`src/rtl/mdu_pkg.sv`:
```
// Shared definitions for the iterative multiply/divide unit: M-op codes, sequencer state
// encoding and operand-signedness helpers.
package mdu_pkg;

   localparam logic [2:0] MD_MUL    = 3'd0;
   localparam logic [2:0] MD_MULH   = 3'd1;
   localparam logic [2:0] MD_MULHSU = 3'd2;
   localparam logic [2:0] MD_MULHU  = 3'd3;
   localparam logic [2:0] MD_DIV    = 3'd4;
   localparam logic [2:0] MD_DIVU   = 3'd5;
   localparam logic [2:0] MD_REM    = 3'd6;
   localparam logic [2:0] MD_REMU   = 3'd7;

   localparam logic [1:0] S_IDLE = 2'd0;
   localparam logic [1:0] S_RUN  = 2'd1;
   localparam logic [1:0] S_FIX  = 2'd2;
   localparam logic [1:0] S_DONE = 2'd3;

   function automatic logic is_div(input logic [2:0] code);
      return code[2];
   endfunction

   function automatic logic a_signed(input logic [2:0] code);
      return (code == MD_MULH) || (code == MD_MULHSU) || (code == MD_DIV) || (code == MD_REM);
   endfunction

   function automatic logic b_signed(input logic [2:0] code);
      return (code == MD_MULH) || (code == MD_DIV) || (code == MD_REM);
   endfunction

endpackage

```
`src/rtl/mdu_iter_step.sv`:
```
// One iteration of the shared datapath: shift-add multiply step or restoring-divide step
// on the {hi, lo} working register against a magnitude operand.
module mdu_iter_step #(
   parameter int unsigned XLEN = 32
) (
   input  logic            is_div_i,
   input  logic [XLEN-1:0] hi_i,
   input  logic [XLEN-1:0] lo_i,
   input  logic [XLEN-1:0] opnd_i,
   output logic [XLEN-1:0] hi_o,
   output logic [XLEN-1:0] lo_o
);

   logic [XLEN:0] sum;
   logic [XLEN:0] shifted;
   logic          fits;

   always_comb begin
      sum     = {1'b0, hi_i} + (lo_i[0] ? {1'b0, opnd_i} : '0);
      shifted = {hi_i, lo_i[XLEN-1]};
      fits    = (shifted >= {1'b0, opnd_i});
      if (is_div_i) begin
         // Partial remainder always fits XLEN bits after a successful trial subtract.
         hi_o = fits ? XLEN'(shifted - {1'b0, opnd_i}) : shifted[XLEN-1:0];
         lo_o = {lo_i[XLEN-2:0], fits};
      end else begin
         hi_o = sum[XLEN:1];
         lo_o = {sum[0], lo_i[XLEN-1:1]};
      end
   end

endmodule

```
`src/rtl/mdu_seq_ctrl.sv`:
```
// Sequencer for the shared RV32M multiply/divide unit: owns the FSM, iteration counter,
// operand magnitudes, sign fix-up and the held result, and stalls the front of the pipe.
module mdu_seq_ctrl
   import mdu_pkg::*;
#(
   parameter int unsigned XLEN  = 32,
   parameter int unsigned CNT_W = 5
) (
   input  logic            clk,
   input  logic            rst_n,
   input  logic            start_i,
   input  logic [2:0]      MDCode_i,
   input  logic [XLEN-1:0] A_i,
   input  logic [XLEN-1:0] B_i,
   input  logic            flush_i,
   output logic            stall_o,
   output logic            done_o,
   output logic [XLEN-1:0] result_o
);

   localparam logic [XLEN-1:0] MinNeg = {1'b1, {(XLEN-1){1'b0}}};

   logic [1:0]      state_q, state_d;
   logic [CNT_W-1:0] cnt_q, cnt_d;
   logic [XLEN-1:0] hi_q, hi_d, lo_q, lo_d, opnd_q, opnd_d, result_q, result_d;
   logic [2:0]      code_q, code_d;
   logic            neg_q, neg_d, aneg_q, aneg_d;

   logic [XLEN-1:0]   hi_step, lo_step;
   logic [XLEN-1:0]   abs_a, abs_b, quot_fix, rem_fix;
   logic [2*XLEN-1:0] prod_fix;
   logic              a_neg_in, b_neg_in, accept;

   mdu_iter_step #(
      .XLEN(XLEN)
   ) u_step (
      .is_div_i(is_div(code_q)),
      .hi_i    (hi_q),
      .lo_i    (lo_q),
      .opnd_i  (opnd_q),
      .hi_o    (hi_step),
      .lo_o    (lo_step)
   );

   always_comb begin
      a_neg_in = a_signed(MDCode_i) && A_i[XLEN-1];
      b_neg_in = b_signed(MDCode_i) && B_i[XLEN-1];
      abs_a    = a_neg_in ? -A_i : A_i;
      abs_b    = b_neg_in ? -B_i : B_i;
      accept   = (state_q == S_IDLE) && start_i && !flush_i;

      prod_fix = neg_q ? -{hi_q, lo_q} : {hi_q, lo_q};
      quot_fix = neg_q ? -lo_q : lo_q;
      rem_fix  = aneg_q ? -hi_q : hi_q;

      state_d  = state_q;
      cnt_d    = cnt_q;
      hi_d     = hi_q;
      lo_d     = lo_q;
      opnd_d   = opnd_q;
      code_d   = code_q;
      neg_d    = neg_q;
      aneg_d   = aneg_q;
      result_d = result_q;

      unique case (state_q)
         S_IDLE: begin
            if (accept) begin
               code_d = MDCode_i;
               cnt_d  = '0;
               opnd_d = abs_b;
               aneg_d = a_neg_in;
               neg_d  = a_neg_in ^ b_neg_in;
               hi_d   = '0;
               lo_d   = abs_a;
               if (is_div(MDCode_i) && (B_i == '0)) begin
                  result_d = MDCode_i[1] ? A_i : '1;
                  state_d  = S_DONE;
               end else if (((MDCode_i == MD_DIV) || (MDCode_i == MD_REM)) &&
                            (A_i == MinNeg) && (B_i == '1)) begin
                  result_d = MDCode_i[1] ? '0 : MinNeg;
                  state_d  = S_DONE;
               end else begin
                  state_d = S_RUN;
               end
            end
         end
         S_RUN: begin
            hi_d  = hi_step;
            lo_d  = lo_step;
            cnt_d = cnt_q + 1'b1;
            if (cnt_q == CNT_W'(XLEN-1)) state_d = S_FIX;
         end
         S_FIX: begin
            unique case (code_q)
               MD_MUL:                    result_d = prod_fix[XLEN-1:0];
               MD_MULH, MD_MULHSU, MD_MULHU: result_d = prod_fix[2*XLEN-1:XLEN];
               MD_DIV, MD_DIVU:           result_d = quot_fix;
               default:                   result_d = rem_fix;
            endcase
            state_d = S_DONE;
         end
         default: state_d = S_IDLE;
      endcase

      // A flush kills the op wherever it is and leaves the last result intact.
      if (flush_i) begin
         state_d  = S_IDLE;
         result_d = result_q;
      end
   end

   always_ff @(posedge clk or negedge rst_n) begin
      if (!rst_n) begin
         state_q  <= S_IDLE;
         cnt_q    <= '0;
         hi_q     <= '0;
         lo_q     <= '0;
         opnd_q   <= '0;
         code_q   <= MD_MUL;
         neg_q    <= 1'b0;
         aneg_q   <= 1'b0;
         result_q <= '0;
      end else begin
         state_q  <= state_d;
         cnt_q    <= cnt_d;
         hi_q     <= hi_d;
         lo_q     <= lo_d;
         opnd_q   <= opnd_d;
         code_q   <= code_d;
         neg_q    <= neg_d;
         aneg_q   <= aneg_d;
         result_q <= result_d;
      end
   end

   always_comb begin
      stall_o  = accept || (((state_q == S_RUN) || (state_q == S_FIX)) && !flush_i);
      done_o   = (state_q == S_DONE) && !flush_i;
      result_o = result_q;
   end

endmodule

```
`config.mk`:
```
export PLATFORM = sky130hd
export DESIGN_NAME = mdu_seq_ctrl
export DESIGN_NICKNAME = d
export VERILOG_FILES = /design/src/rtl/mdu_pkg.sv /design/src/rtl/mdu_iter_step.sv /design/src/rtl/mdu_seq_ctrl.sv
export SDC_FILE = /design/constraint.sdc
export NUM_CORES = 1
export LEC_CHECK = 0
export BUFFER_PORTS_ARGS = -buffer_cell sky130_fd_sc_hd__buf_2
export CAP_MARGIN = 20
export CORE_UTILIZATION = 45
export DETAILED_ROUTE_END_ITERATION = 7
export SLEW_MARGIN = 20
export SYNTH_ARGS = -nofsm -noshare
export SYNTH_HDL_FRONTEND = slang
export SYNTH_SLANG_ARGS = --single-unit
```
`constraint.sdc`:
```
create_clock -name clk -period 6.6 [get_ports clk]
set_clock_uncertainty 0.2 [all_clocks]
set_input_delay 0.99 -clock clk [delete_from_list [all_inputs] [get_ports clk]]
set_output_delay 0.99 -clock clk [all_outputs]
set_load 0.01 [all_outputs]
```
==> impl_results.md <==
* Largest buffer count on any clock path at 2
* Core box area at 31640 µm²
* Unrepaired setup endpoints after global routing: no
* Buffers added on ports at 104
* Remaining Overflow, GRT at 0
* Chip Width at 181.4 µm
* Die extent in y at 181.4 µm
* Power spent charging and discharging nets at 4901 µW
* Warnings from Yosys at 0
* Number of search-and-repair iterations in the first detailed-routing pass at 6
* Type of the setup path with the least slack: reg2reg
* Sink Count at 140
* Global placer's final weighted congestion at 0.9715
* Master of the slowest instance on the critical path: sky130_fd_sc_hd__a31oi_4
* Max Cap Viol at 0
* 1st-iter DRT viols at 1940
* Antenna cells at 0
* Worst Hold Path Cells at 2
* Required time worst endpoint at 6.69 ns
* CTS tree: built
* Drt total wl at 53170 µm
* Maximum level of the CTS H-tree at 4
* Gr usage total at 32.22%
* Proportion of total power due to net switching at 54.32%
* CP max stage delay at 0.68 ns
* Number of buffers inserted by post-CTS setup repair at 0
* Dominant register cell in the synthesized netlist: sky130_fd_sc_hd__dfrtp_1
* Mean post-synth cell area at 7.423 µm²
* Initial Utilization at 45.80%
* Number of distinct library cells after synthesis at 79
* Flops & latches, synth at 140
* Startpoint of the tightest hold check path: result_o[29]$_DFFE_PN0P_
* Number of remaining DRC errors at 0
* Via density per instance at 6.410
* Worst setup slack after placement at 2.045 ns
* Max Clock Freq at 228.1 MHz
* Library cell used as clock root buffer: sky130_fd_sc_hd__clkbuf_16
* Post-synth ARST share at 100.0%
* Minimum period implied by the final worst setup slack at 4.385 ns
* Category of the worst setup path launch point: register
* Crit path max fanout at 28
* Arrival time of the worst setup path at 4.47 ns
* Fraction of power consumed by combinational cells at 67.6%
* Power per Cell Area at 568.5 nW/µm²
* Mean routed wirelength per cell at 22.25 µm
* Number of instances in the synthesized netlist at 1952
* Proportion of layout cells with a drive suffix above 1 at 9.457%
* Worst hold path type: reg2reg
* Number of enable flip-flop cells after synthesis at 0
* Wire length of the first global-routing pass at 82020 µm
* Worst IR Drop VDD at 0.0003659 V
* Total number of vias at 15.32k
* Maximum number of pins on one net before global-route repair at 86
* Number of cell instances on the worst register-to-register path at 11
* Die outline area at 32920 µm²
* Final setup violation count at 0
* Final core occ at 50.16%
* Sum of net half-perimeters after detailed placement at 39600 µm
* Cell row count at 65
* Post-route worst setup slack at 2.215 ns
* Leakage at 0.006807 µW
* Internal portion of total power at 4120 µW
* Slew at the pin closest to its max-slew limit at 0.9928 ns
* Reg-to-reg startpoint: hi_q[25]$_DFFE_PN0P_
* Top-Level Pins at 105
* Start point of the critical path: hi_q[25]$_DFFE_PN0P_
* Initial antenna violation count at 1
* Number of buffers created by CTS at 17
* Clock group share of total power at 11.4%
* Net count reported at finish at 2124
* Run status: complete, no violations
* Post-synth net total at 2101
* Post-route clock period utilization at 66.43%
* # fillers at 3144
* CTS Hold Bufs at 0
* Total standard cell area after synthesis at 14490 µm²
* Critical path endpoint category: register
* Clock Latency Late Sink at 0.46 ns
* Post-CTS Resized at 0
* Clock slew seen by the registers of the worst setup and hold paths at 0.07 ns
* Final Slew Violations at 0
* Area added between synthesis and finish at 9.507%
* Number of global-route vias before repair at 14.04k
* Part of the power in registers at 21.0%
* Worst-case headroom to the max-slew limit at 33.57%
* Portion of the post-synthesis area used by sequential elements at 24.18%
* Number of endpoints with negative hold slack in the final report at 0
* Setup TNS at 0 ns
* Final antenna-violating net count at 0
* Cells traversed along the worst timing path: ha_1 -> a21o_1 -> a21o_1 -> a221o_1 -> a221oi_1 -> a21boi_1 -> a31oi_4 -> buf_4 -> mux2_1 -> a21oi_1 -> a211oi_1
* Most prevalent standard cell on the critical path: sky130_fd_sc_hd__a21o_1
## cell usage in the layout, fill, tap and decap left out, drive strengths merged, types with 15 or more instances in the layout
cell    synthesis  layout
clkbuf        115      19
nand4          25      25
buf             9     128
mux2i          47      47
or3            25      25
nor3           45      45
o31ai          31      31
nor2b          15      15
or4            19      19
o21ai         225     225
ha             76      76
a211oi         17      17
inv            79      81
o41ai          16      16
nand2b         23      23
o211ai         20      20
a21oi         141     141
nor2          181     181
nand2         216     216
dfrtp         140     140
or2            16      16
o22ai          18      18
a22oi          15      15
a21o           24      24
xnor2          92      92
nor4           17      17
xor2           88      88
a31oi          32      32
nand3          37      37
## state kept, by name (all words and copies together), names as in the netlist
| signal | count |
|---|---|
| hi_q | 32 |
| state_q | 2 |
| cnt_q | 5 |
| result_o | 32 |
| neg_q | 1 |
| lo_q | 32 |
| code_q | 3 |
| aneg_q | 1 |
| opnd_q | 32 |
## Yosys cell counts (all sizes together), types with 37 or more instances
library cell  number  share of area (%)
a21oi            141                4.9
xor2              88                5.3
o21ai            225                7.8
nand2            216                5.6
xnor2             92                5.6
nor2             181                4.7
ha                76                6.6
dfrtp            140                 24
nand3             37                1.3
nor3              45                1.6
mux2i             47                3.2
clkbuf           115                3.0
inv               79                2.0
## critical path, delay by kind of cell, from the launching register on
family | cells | cell delay (ns)
buffers and inverters | 1 | 0.46
adder cells (fa/ha/maj) | 1 | 0.38
multiplexers | 1 | 0.36
flip-flops | 1 | 0.62
AO/OA/AOI/OAI | 8 | 2.15
## logic make-up (layout without fill, tap and decap cells)
family	Yosys count	after routing	share of synthesized area, %
multiplexers	55	55	3.868
buffers and inverters	204	240	5.362
flip-flops	140	140	24.18
AND/OR/NAND/NOR	650	650	20.94
adder cells (fa/ha/maj)	78	78	6.839
XOR/XNOR	180	180	10.88
AO/OA/AOI/OAI	645	645	27.93
## final cells by class
cell class                      count  area, µm²  area share, %
Multi-Input combinational cell   1608      10250          64.62
Sequential cell                   140       3505          22.09
Timing Repair Buffer              128      706.9          4.455
Tap cell                          402      503.0          3.170
Clock buffer                       19      432.9          2.728
Inverter                           80      300.3          1.892
Clock inverter                     13      166.4          1.049
## power groups by stage
stage               Combinational [µW]  Sequential, µW  Clock (µW)
floorplan                         4550            1570           0
global placement                  5900            1870           0
detailed placement                5930            1890           0
CTS                               5960            1870        1050
global route                      6660            1940        1070
finish                            6090            1900        1030
## path summary, 6_finish.rpt
check / end / slack, ns
setup reg to reg: hi_q[1]$_DFFE_PN0P_ / 2.22
setup / recovery: hi_q[1]$_DFFE_PN0P_ / 2.22
max in group asynchronous: lo_q[28]$_DFFE_PN0P_ / 4.49
hold reg to reg: result_o[29]$_DFFE_PN0P_ / 0.28
hold / removal: result_o[29]$_DFFE_PN0P_ / 0.28
min in group asynchronous: hi_q[10]$_DFFE_PN0P_ / 0.41
## per-layer routing
metal / part of all wire, % / global-route usage [%] / up-vias
met5: 0.024 / 0 / -
met4: 2.3 / 8.780 / 2
met3: 8.6 / 5.515 / 95
met2: 44 / 49.46 / 705
met1: 45 / 46.33 / 7377
li1: - / - / 7142
## stage by stage
| step | cells | hold slack [ns] | total power, µW | area [µm²] |
|---|---|---|---|---|
| global route | 2390 | 0.3083 | 9665 | 15870 |
| finish | 2390 | 0.2763 | 9021 | 15870 |
| floorplan | 1952 | 0.2453 | 6119 | 14490 |
| detailed placement | 2358 | 0.2703 | 7813 | 15260 |
| global placement | 2358 | 0.2604 | 7772 | 15260 |
| CTS | 2390 | 0.2848 | 8876 | 15860 |
Power figures use the tool's default switching activity.
